==> src/rtl/sr_latch_ctrl.sv <==
// rtl/sr_latch_ctrl.sv - round-robin pulse controller driving one shared NAND SR latch
module sr_latch_ctrl #(
  parameter int NREQ    = 4,
  parameter int PULSE_W = 3,
  parameter int GAP_W   = 2
) (
  input  logic            clk,
  input  logic            rst_n,
  input  logic [NREQ-1:0] set_req,
  input  logic [NREQ-1:0] clr_req,
  input  logic            err_clr,
  input  logic            q_fb,
  output logic            s_n,
  output logic            r_n,
  output logic [NREQ-1:0] grant,
  output logic            busy,
  output logic            state_exp,
  output logic            err
);

  localparam int PTR_W = (NREQ > 1) ? $clog2(NREQ) : 1;
  localparam int CMAX  = (PULSE_W > GAP_W) ? PULSE_W : GAP_W;
  localparam int CNT_W = (CMAX > 1) ? $clog2(CMAX) : 1;

  typedef enum logic [1:0] {IDLE, PULSE, GAP} state_t;

  state_t            state;
  logic [CNT_W-1:0]  cnt;
  logic [PTR_W-1:0]  ptr;
  logic [PTR_W-1:0]  sel;
  logic              found;
  logic [NREQ-1:0]   pend;

  assign pend = set_req | clr_req;

  // First pending requester at or after ptr, wrapping around.
  always_comb begin
    found = 1'b0;
    sel   = '0;
    for (int o = 0; o < NREQ; o++) begin
      if (!found && pend[(int'(ptr) + o) % NREQ]) begin
        found = 1'b1;
        sel   = PTR_W'((int'(ptr) + o) % NREQ);
      end
    end
  end

  always_ff @(posedge clk or negedge rst_n) begin
    if (!rst_n) begin
      state     <= IDLE;
      cnt       <= '0;
      ptr       <= '0;
      s_n       <= 1'b1;
      r_n       <= 1'b1;
      grant     <= '0;
      busy      <= 1'b0;
      state_exp <= 1'b0;
      err       <= 1'b0;
    end else begin
      grant <= '0;
      if (err_clr) err <= 1'b0;
      case (state)
        IDLE: begin
          if (found) begin
            state      <= PULSE;
            cnt        <= '0;
            busy       <= 1'b1;
            grant[sel] <= 1'b1;
            ptr        <= (int'(sel) == NREQ - 1) ? '0 : sel + 1'b1;
            // Set wins when a requester asks for both; only one input ever goes low.
            state_exp  <= set_req[sel];
            s_n        <= !set_req[sel];
            r_n        <= set_req[sel];
          end
        end
        PULSE: begin
          if (cnt == CNT_W'(PULSE_W - 1)) begin
            state <= GAP;
            cnt   <= '0;
            s_n   <= 1'b1;
            r_n   <= 1'b1;
          end else begin
            cnt <= cnt + 1'b1;
          end
        end
        GAP: begin
          if (cnt == CNT_W'(GAP_W - 1)) begin
            state <= IDLE;
            cnt   <= '0;
            busy  <= 1'b0;
            // A fresh mismatch overrides a simultaneous clear.
            if (q_fb != state_exp) err <= 1'b1;
          end else begin
            cnt <= cnt + 1'b1;
          end
        end
        default: begin
          state <= IDLE;
          s_n   <= 1'b1;
          r_n   <= 1'b1;
          busy  <= 1'b0;
        end
      endcase
    end
  end

endmodule

==> config.mk <==
export PLATFORM = sky130hd
export DESIGN_NAME = sr_latch_ctrl
export DESIGN_NICKNAME = d
export VERILOG_FILES = /design/src/rtl/sr_latch_ctrl.sv
export SDC_FILE = /design/constraint.sdc
export NUM_CORES = 1
export LEC_CHECK = 0
export BUFFER_PORTS_ARGS = -buffer_cell sky130_fd_sc_hd__buf_4
export CAP_MARGIN = 10
export CORE_UTILIZATION = 50
export DETAILED_ROUTE_END_ITERATION = 6
export MAX_ROUTING_LAYER = met4
export PLACE_DENSITY = 0.77
export SLEW_MARGIN = 15
export SYNTH_ARGS = -nofsm -noshare
export SYNTH_HDL_FRONTEND = slang
export SYNTH_SLANG_ARGS = --single-unit
export TNS_END_PERCENT = 50
==> constraint.sdc <==
create_clock -name clk -period 2.3 [get_ports clk]
set_input_delay 0.46 -clock clk [delete_from_list [all_inputs] [get_ports clk]]
set_output_delay 0.46 -clock clk [all_outputs]
set_load 0.005 [all_outputs]
==> results by stage <==
Run status:
- The flow ran to the end, and the final reports show no timing, DRC or antenna violations.

Floorplan:
- The height of the die is 46.1 um.
- 21 I/O pins were placed.
- The die area is 0.00213 sq mm.
- The die is 46.1 um wide.
- The cell row count is 15.
- The placeable core area is 0.00178 sq mm.
- The initial utilization of the core area, before any placement, comes to 0.546.

STA:
- The highest clock frequency the design can meet is 510 MHz.
- The number of failing hold endpoints at the final stage is 0.
- Setup repair after global routing left no endpoint under its margin.
- The largest clock skew in the final design is 0.00152 ns.
- The final number of max-transition violations is 0.
- The slew of the pin with the lowest slew margin is about 0.44 ns.
- The time the worst path needs with I/O delays and setup is just under 2 ns.
- Setup violations remaining at the end of the flow were counted as 0.
- The post-route setup TNS is 0 ns.
- In the finished design, the share of the clock period the worst path needs comes to 0.852.
- In this run the tightest slew margin relative to its limit is 0.701.

Global routing:
- Entering global routing, the biggest net connects 16 pins.
- The number of antenna violations at the first check in global routing is 0.
- The aggregate global routing overflow is 0.
- The aggregate global-route resource usage is 0.234.
- The number of global-route vias before repair is between 700 and 800.
- The first global-routing pass estimated 3.39 mm of wire.

Clock tree:
- In this run the clock root is driven by a clkbuf_4.
- CTS built an H-tree with a depth of 1.
- In this run, post-CTS repair resized a total of 0 instances.
- The clock net in this run drives a total of 15 sinks.
- TritonCTS built the clock tree.
- The number of clock buffers added by TritonCTS is 3.
- The latest clock arrival within the worst-skew pair is 0.28 ns.
- The number of buffers added for setup after CTS is 0.
- The cts-stage hold buffer count is 0.
- The clock-pin transition on the worst setup and hold timing paths is 0.09 ns.
- The clock passes through at most 2 buffers.

Logic synthesis:
- The share of the Yosys chip area taken by registers is 0.388.
- The post-synth design cell area is 973 sq um.
- The post-synthesis average cell area is 9.83 sq um.
- Synthesis instantiated 41 different standard cells from the library.
- The net count after synthesis is 118.
- The number of register bits inferred by synthesis is 15.
- The synthesized instance count is between 90 and 100.
- During synthesis, Yosys emitted a total of 0 warnings.

Finish:
- The utilization after layout is 0.652.
- After the last flow step, the layout net total stands at 141.
- The fraction of final layout cells with drive strength greater than 1 is 0.322.
- Once layout is done, the placed cells without fillers occupy 0.00116 sq mm.
- Relative to the synthesized area, the layout overhead comes to 19.4%.
- The antenna diode count is 0.

Critical path:
- The data required time of the critical path is 2.47 ns.
- The worst setup path is captured at a register.
- The worst setup path is launched from a register.
- The critical path data arrival time is about 2.1 ns.
- The largest fanout on the critical path is 8.
- The worst setup path is of the register to register kind.

Drt:
- In this run the remaining antenna-violating nets after routing total 0.
- The total via count in the routed design is 805.
- The DRC violation count after routing is 0.
- Dividing the detail-routed wire length by the instance count gives 14.3 um.
- Dividing the detail-routed via count by the number of cells gives roughly 5.5.
- The total wire length is approximately 2.1 mm.
- The first detailed-routing pass took 4 iterations.
- The first routing iteration left 23 violations.

Flow run:
- The number of maximum-capacitance constraint violations is 0.

Place:
- The instance area after placement is 0.00114 sq mm.
- At the end of routability-driven placement, the weighted congestion stood at approximately 0.92.
- The HPWL after detailed placement is 1.65 mm.
- Port buffering added 20 buffers.

Worst hold path:
- The kind of path behind the tightest hold check is input pin to async pin.

Power:
- Total power for the finished layout comes to 1400 uW.
- The worst supply voltage drop on vdd is 0.632 mV.
- The standby leakage power is 0.000549 uW.
- The total power per unit cell area is 1210 mW/mm^2.
==> flip-flops by register name, indices dropped and copies added, names as in the netlist <==
name	flops
busy	1
cnt	2
err	1
grant	4
ptr	2
r_n	1
s_n	1
state	2
state_exp	1
==> critical path, stage by stage (launching register included) <==
cell	delay, ns
dfrtp_1	0.48
nor3_2	0.23
a211oi_2	0.09
a211oi_4	0.31
inv_2	0.09
o221a_1	0.29
o32a_1	0.35
==> kinds of logic (layout without fill, tap and decap cells) <==
family          after synthesis  after routing  share of synthesized area
compound gates               35             35                      0.269
simple gates                 30             30                      0.183
flops                        15             15                      0.388
buf+inv                      10             32                     0.0501
fa+ha+maj                     7              7                     0.0900
xor+xnor                      1              1                    0.00900
mux                           1              1                     0.0116
==> layer usage <==
metal | GRT usage | vias to the layer above | part of all wire
li1 | - | 400 | -
met1 | 0.295 | 378 | 0.45
met2 | 0.377 | 23 | 0.50
met3 | 0.0353 | 4 | 0.032
met4 | 0.0882 | 0 | 0.017
met5 | - | - | 0
==> final timing paths <==
| kind | startpoint | slack, ns | end | cells after the start |
|---|---|---|---|---|
| max | ptr[1] | 0.34 | state_exp | 6 |
| min in group clk | err_clr | 0.36 | err | 2 |
| min reg2reg | err | 0.54 | err | 2 |
| min | rst_n | 0.02 | state_exp | 1 |
| max in group asynchronous | rst_n | 2.04 | s_n | 1 |
| max reg2reg | ptr[1] | 0.34 | state_exp | 6 |
==> metrics by stage <==
step	worst slack, ns	hold slack, ns	cells
6_report	0.341	0.0204	146
5_1_grt	0.235	0.0256	146
4_1_cts	0.336	0.0249	146
3_5_place_dp	0.196	0.329	142
3_3_place_gp	0.275	0.325	142
2_1_floorplan	0.480	0.164	99
==> layout by cell type (no fill, tap or decap), types with 2 or more instances in the layout <==
master,n
buf_4,20
dfrtp_1,13
a21oi_1,12
inv_1,7
nor2_1,7
ha_1,7
and3_1,5
nand2_1,4
o21ai_0,3
nand2b_1,3
clkbuf_4,3
o21ai_1,2
a21o_2,2
nor3_2,2
a32o_1,2
o211ai_1,2
dfstp_2,2
==> layout make-up <==
class	count	area (sq um)
tap	25	31.3
inverter	8	30.0
fill	167	621
sequential	15	378
multi-input combinational	74	547
timing repair buffer	20	150
clock buffer	4	26.3
==> report_power, final <==
group / switching, uW / internal, uW / total, uW
clock: 86.6 / 67.2 / 154
combinational: 394 / 382 / 775
sequential: 94.3 / 378 / 472
total: 575 / 826 / 1400
==> Yosys cell counts <==
| cell type | n | area, sq um |
|---|---|---|
| a211oi_2 | 1 | 12.5 |
| o21ba_1 | 1 | 10.0 |
| and3_1 | 5 | 31.3 |
| a21oi_1 | 12 | 60.1 |
| a21o_2 | 2 | 17.5 |
| dfstp_2 | 2 | 52.6 |
| nand3_1 | 1 | 5.00 |
| o21bai_1 | 1 | 7.51 |
| a2bb2oi_1 | 1 | 8.76 |
| a32o_1 | 2 | 20.0 |
| nand2_1 | 4 | 15.0 |
| clkbuf_4 | 1 | 7.51 |
| nor2_2 | 1 | 6.26 |
| inv_2 | 1 | 3.75 |
| o221a_1 | 1 | 11.3 |
| o21ai_0 | 3 | 15.0 |
| nand4_1 | 1 | 6.26 |
| dfrtp_1 | 13 | 325 |
| or2_2 | 1 | 6.26 |
| nand2b_1 | 3 | 18.8 |
| o32ai_1 | 1 | 8.76 |
| nor2_1 | 7 | 26.3 |
| o32a_1 | 1 | 10.0 |
| and4_1 | 1 | 8.76 |
| o31ai_1 | 1 | 7.51 |
| xnor2_1 | 1 | 8.76 |
| a21bo_2 | 1 | 10.0 |
| nor3_2 | 2 | 20.0 |
| buf_6 | 1 | 11.3 |
| or2_4 | 1 | 8.76 |
| a311oi_1 | 1 | 8.76 |
| nor2b_1 | 1 | 6.26 |
| a211oi_4 | 1 | 20.0 |
| inv_1 | 7 | 26.3 |
| ha_1 | 7 | 87.6 |
| nor2_4 | 1 | 11.3 |
| o21ai_2 | 1 | 8.76 |
| o21ai_1 | 2 | 10.0 |
| o211ai_1 | 2 | 15.0 |
| nor3b_1 | 1 | 7.51 |
| mux2_2 | 1 | 11.3 |
Note: power is estimated with default switching activity, not from simulation.
